### config.mk
export PLATFORM = sky130hd
export DESIGN_NAME = irq_sink
export DESIGN_NICKNAME = d
export VERILOG_FILES = /design/src/rtl/irq_sink.sv
export SDC_FILE = /design/constraint.sdc
export NUM_CORES = 1
export LEC_CHECK = 0
export BUFFER_PORTS_ARGS = -buffer_cell sky130_fd_sc_hd__clkbuf_2
export CAP_MARGIN = 20
export CELL_PAD_IN_SITES_DETAIL_PLACEMENT = 2
export CELL_PAD_IN_SITES_GLOBAL_PLACEMENT = 2
export CORE_ASPECT_RATIO = 0.9
export CORE_MARGIN = 2
export CORE_UTILIZATION = 29
export DETAILED_ROUTE_END_ITERATION = 6
export PLACE_DENSITY = 0.82
export SYNTH_ARGS = -nofsm -noshare
export SYNTH_HDL_FRONTEND = slang
export SYNTH_SLANG_ARGS = --single-unit
### constraint.sdc
create_clock -name aclk -period 3.9 [get_ports aclk]
set_input_delay 0.195 -clock aclk [delete_from_list [all_inputs] [get_ports aclk]]
set_output_delay 0.195 -clock aclk [all_outputs]
set_load 0.1 [all_outputs]
### src/rtl/irq_sink.sv
// irq_sink: edge/level irq capture into pending/overrun, enable mask, W1C + claim-by-read regs, registered irq_o
module irq_sink #(
  parameter int N_IRQ     = 8,
  parameter bit EDGE_MODE = 1'b1
) (
  input  logic             aclk,
  input  logic             rst,
  input  logic [N_IRQ-1:0] irq_i,
  input  logic             reg_wr_en,
  input  logic             reg_rd_en,
  input  logic [1:0]       reg_addr,
  input  logic [31:0]      reg_wdata,
  output logic [31:0]      reg_rdata,
  output logic             reg_rvalid,
  output logic             irq_o
);
  localparam int ID_W = (N_IRQ > 1) ? $clog2(N_IRQ) : 1;
  logic [N_IRQ-1:0] pending, enable, overrun, irq_prev, cap, act, sel, clr, wd;
  logic [ID_W-1:0]  id;
  logic [31:0]      rd_mux;
  logic             claim;
  assign wd    = reg_wdata[N_IRQ-1:0];
  assign cap   = EDGE_MODE ? irq_i & ~irq_prev : irq_i;
  assign act   = pending & enable;
  assign claim = reg_rd_en && reg_addr == 2'd2;
  assign sel   = claim ? (N_IRQ'(1) << id) & act : '0;
  assign clr   = ((reg_wr_en && reg_addr == 2'd0) ? wd : '0) | sel;
  always_comb begin
    id = '0;
    for (int i = N_IRQ - 1; i >= 0; i--)
      if (act[i]) id = ID_W'(i);
  end
  always_comb
    rd_mux = reg_addr == 2'd0 ? 32'(pending) :
             reg_addr == 2'd1 ? 32'(enable)  :
             reg_addr == 2'd3 ? 32'(overrun) :
             |act             ? (32'h8000_0000 | 32'(id)) : 32'h0;
  always_ff @(posedge aclk)
    if (rst) begin
      pending    <= '0;
      enable     <= '0;
      overrun    <= '0;
      irq_prev   <= '0;
      reg_rdata  <= '0;
      reg_rvalid <= 1'b0;
      irq_o      <= 1'b0;
    end else begin
      irq_prev   <= irq_i;
      pending    <= cap | (pending & ~clr);
      overrun    <= (cap & pending) | (overrun & ~((reg_wr_en && reg_addr == 2'd3) ? wd : '0));
      irq_o      <= |act;
      reg_rvalid <= reg_rd_en;
      if (reg_wr_en && reg_addr == 2'd1) enable <= wd;
      if (reg_rd_en) reg_rdata <= rd_mux;
    end
  generate
    if (N_IRQ < 32) begin : g_hi
      logic unused_hi;
      assign unused_hi = ^reg_wdata[31:N_IRQ];
    end
  endgenerate
endmodule

==> impl_metrics.csv <==
group,metric,value,unit
synth,synth-seq-cells,43,
sta,period_share,0.433,
global_routing,groute.usage.overall,0.153,
die,start_util,0.301,
clock_network,postCtsSetupBuffers,0,
sta,setup_violations,0,
cells_and_area,stdcell_area,2360,sq um
synth,synth_ff_type,"dfxtp_1",
sta,grt_setup_unrepaired,"no",
critical_path,crit_type,"flop to flop",
cells_and_area,n_antenna_cell,0,
clock_network,cts_sinks,43,
routing,drc,0,
clock_network,path_clk_slew,0.08,ns
clock_network,htree_num_levels,2,
critical_path,ff2ff_path_depth,4,
place,post_dp_cell_area,2260,sq um
worst_hold_path,hold_path.class,"input port to flop",
sta,slew_viol_final,0,
sta,fmax,592,MHz
cells_and_area,drive_gt1_frac,0.160,
clock_network,ctsResizeCount,0,
clock_network,insertion_delay,0.30,ns
worst_hold_path,whs_path_depth,2,
cells_and_area,syn2layout_area_growth,10.8,%
global_routing,antenna_found_initial,0,
critical_path,crit_path_max_fanout,6,
sta,worst_pin_slew,0.902,ns
die,io-pin-count,80,
critical_path,start_kind,"flop",
clock_network,cts_tree,"built",
routing,num_vias,1809,
critical_path,critical_path_required,4.05,ns
routing,vias_per_cell,4.92,
synth,ys_async_sr_fraction,0,
synth,yosysWarnings,0,
clock_network,root_buffer,"clkbuf_8",
sta,fin_setup_tns,0,ns
status,status,"completed",
cells_and_area,fin_util,0.334,
cells_and_area,fin_nets,320,
die,die_width,94.3,um
routing,drtPass1Iterations,4,
critical_path,crit_arrival,1.83,ns
global_routing,gr-total-overflow,0,
place,dp_hpwl,4150,um
global_routing,grt_pass1_vias,1807,
die,core-area,7080,sq um
routing,wl,5860,um
routing,wl_per_cell,15.9,um
sta,slew_headroom,0.398,
place,port-buffer-count,32,
die,die_h,85.3,um
critical_path,cp-end-kind,"flop",
routing,initialDrtViolationCount,58,
global_routing,grt_max_degree,44,
synth,synth_edf_count,0,
synth,avgSynthCellArea,8.55,sq um
routing,ant_nets,0,
synth,netlist_area,2130,sq um
sta,finalHoldViolations,0,
power_and_ir_drop,ir_worst_vdd,0.000182,V
cells_and_area,layout_commonest_cell,"dfxtp_1",
power_and_ir_drop,p_leak,1.04,nW
clock_network,ctsHoldBuffers,0,
power_and_ir_drop,power.density,444,nW/um^2
clock_network,cts_buffers,5,
global_routing,grt_pass1_wl,9480,um
clock_network,cts_buffer_depth,2,
cells_and_area,fill_cells,828,
die,die_area,8050,sq um
die,row_count,29,
job,cap_viol_max_count,0,
place,finalWeightedCongestion,0.808,
synth,synth_cells,249,
sta,whs,0.119,ns
sta,period_needed,1.69,ns
power_and_ir_drop,power,1.05,mW
synth,ys_seq_area_frac,0.404,
cells_and_area,final_cell_mix,"43 x dfxtp_1, 34 x nor2_1, 32 x clkbuf_2",
sta,clock_skew,0.00412,ns
synth,yosysUniqueCellTypes,42,
## critical path, cell delays in order, from the launching register on
cell      delay (ns)
dfxtp_1         0.39
a22oi_4         0.37
nand3_1         0.22
o311ai_0        0.43
a21oi_1         0.13
## registers in the layout (all words and copies together) (netlist names)
| name | flops |
|---|---|
| reg_rdata | 9 |
| reg_rvalid | 1 |
| irq_prev | 8 |
| enable | 8 |
| irq_o | 1 |
| pending | 8 |
| overrun | 8 |
## logic make-up after synthesis
family          count (synthesis)  share of synthesized area
simple gates                   91                      0.208
compound gates                 54                      0.186
flops                          43                      0.404
buf+inv                        43                      0.120
mux                            17                     0.0799
other cells                     1                    0.00176
## final cells by class
class / count / area, sq um / share of cell area
Clock buffer: 8 / 100 / 0.0424
Tap cell: 93 / 116 / 0.0493
Timing Repair Buffer: 32 / 160 / 0.0679
Inverter: 7 / 26.3 / 0.0111
Sequential cell: 43 / 861 / 0.365
Multi-Input combinational cell: 185 / 1100 / 0.464
## through the flow
stage | worst slack, ns | instances
2_1_floorplan | 2.23 | 271
3_3_place_gp | 2.03 | 360
3_5_place_dp | 1.95 | 360
4_1_cts | 2.23 | 368
5_1_grt | 2.05 | 368
6_report | 2.21 | 368
## layer usage
layer | GRT usage | share of wire
met3 | 0.0355 | 0.042
met1 | 0.199 | 0.47
met4 | 0.0395 | 0.011
met5 | 0 | 0
met2 | 0.256 | 0.48
## synth_stat cells, types with 2 or more instances
master | number | area [sq um]
buf_2 | 6 | 30.0
buf_4 | 23 | 173
nand2_1 | 20 | 75.1
a211oi_1 | 7 | 52.6
a21oi_1 | 16 | 80.1
mux2i_1 | 17 | 170
nand2b_1 | 6 | 37.5
inv_1 | 6 | 22.5
a32oi_1 | 2 | 17.5
nor3_1 | 2 | 10.0
a22oi_1 | 7 | 52.6
a2bb2oi_1 | 4 | 35.0
clkbuf_1 | 7 | 26.3
dfxtp_1 | 43 | 861
nand3_1 | 6 | 30.0
o2bb2ai_1 | 2 | 17.5
nor2_1 | 34 | 128
o21ai_0 | 2 | 10.0
nor2b_1 | 15 | 93.8
a21boi_0 | 2 | 15.0
## power by group
part / switching, mW / total [mW] / leakage [nW] / internal (mW)
logic: 0.197 / 0.243 / 0.632 / 0.0462
registers: 0.0221 / 0.485 / 0.354 / 0.463
clock network: 0.158 / 0.320 / 0.0515 / 0.162
## worst paths after layout
path | start | end | slack, ns
worst min-delay path | irq_i[0] | irq_prev[0] | 0.12
worst min register to register | reg_rdata[31] | reg_rdata[31] | 0.49
worst max register to register | pending[1] | pending[6] | 2.21
worst max-delay path | pending[1] | pending[6] | 2.21
Power figures use the tool's default switching activity.
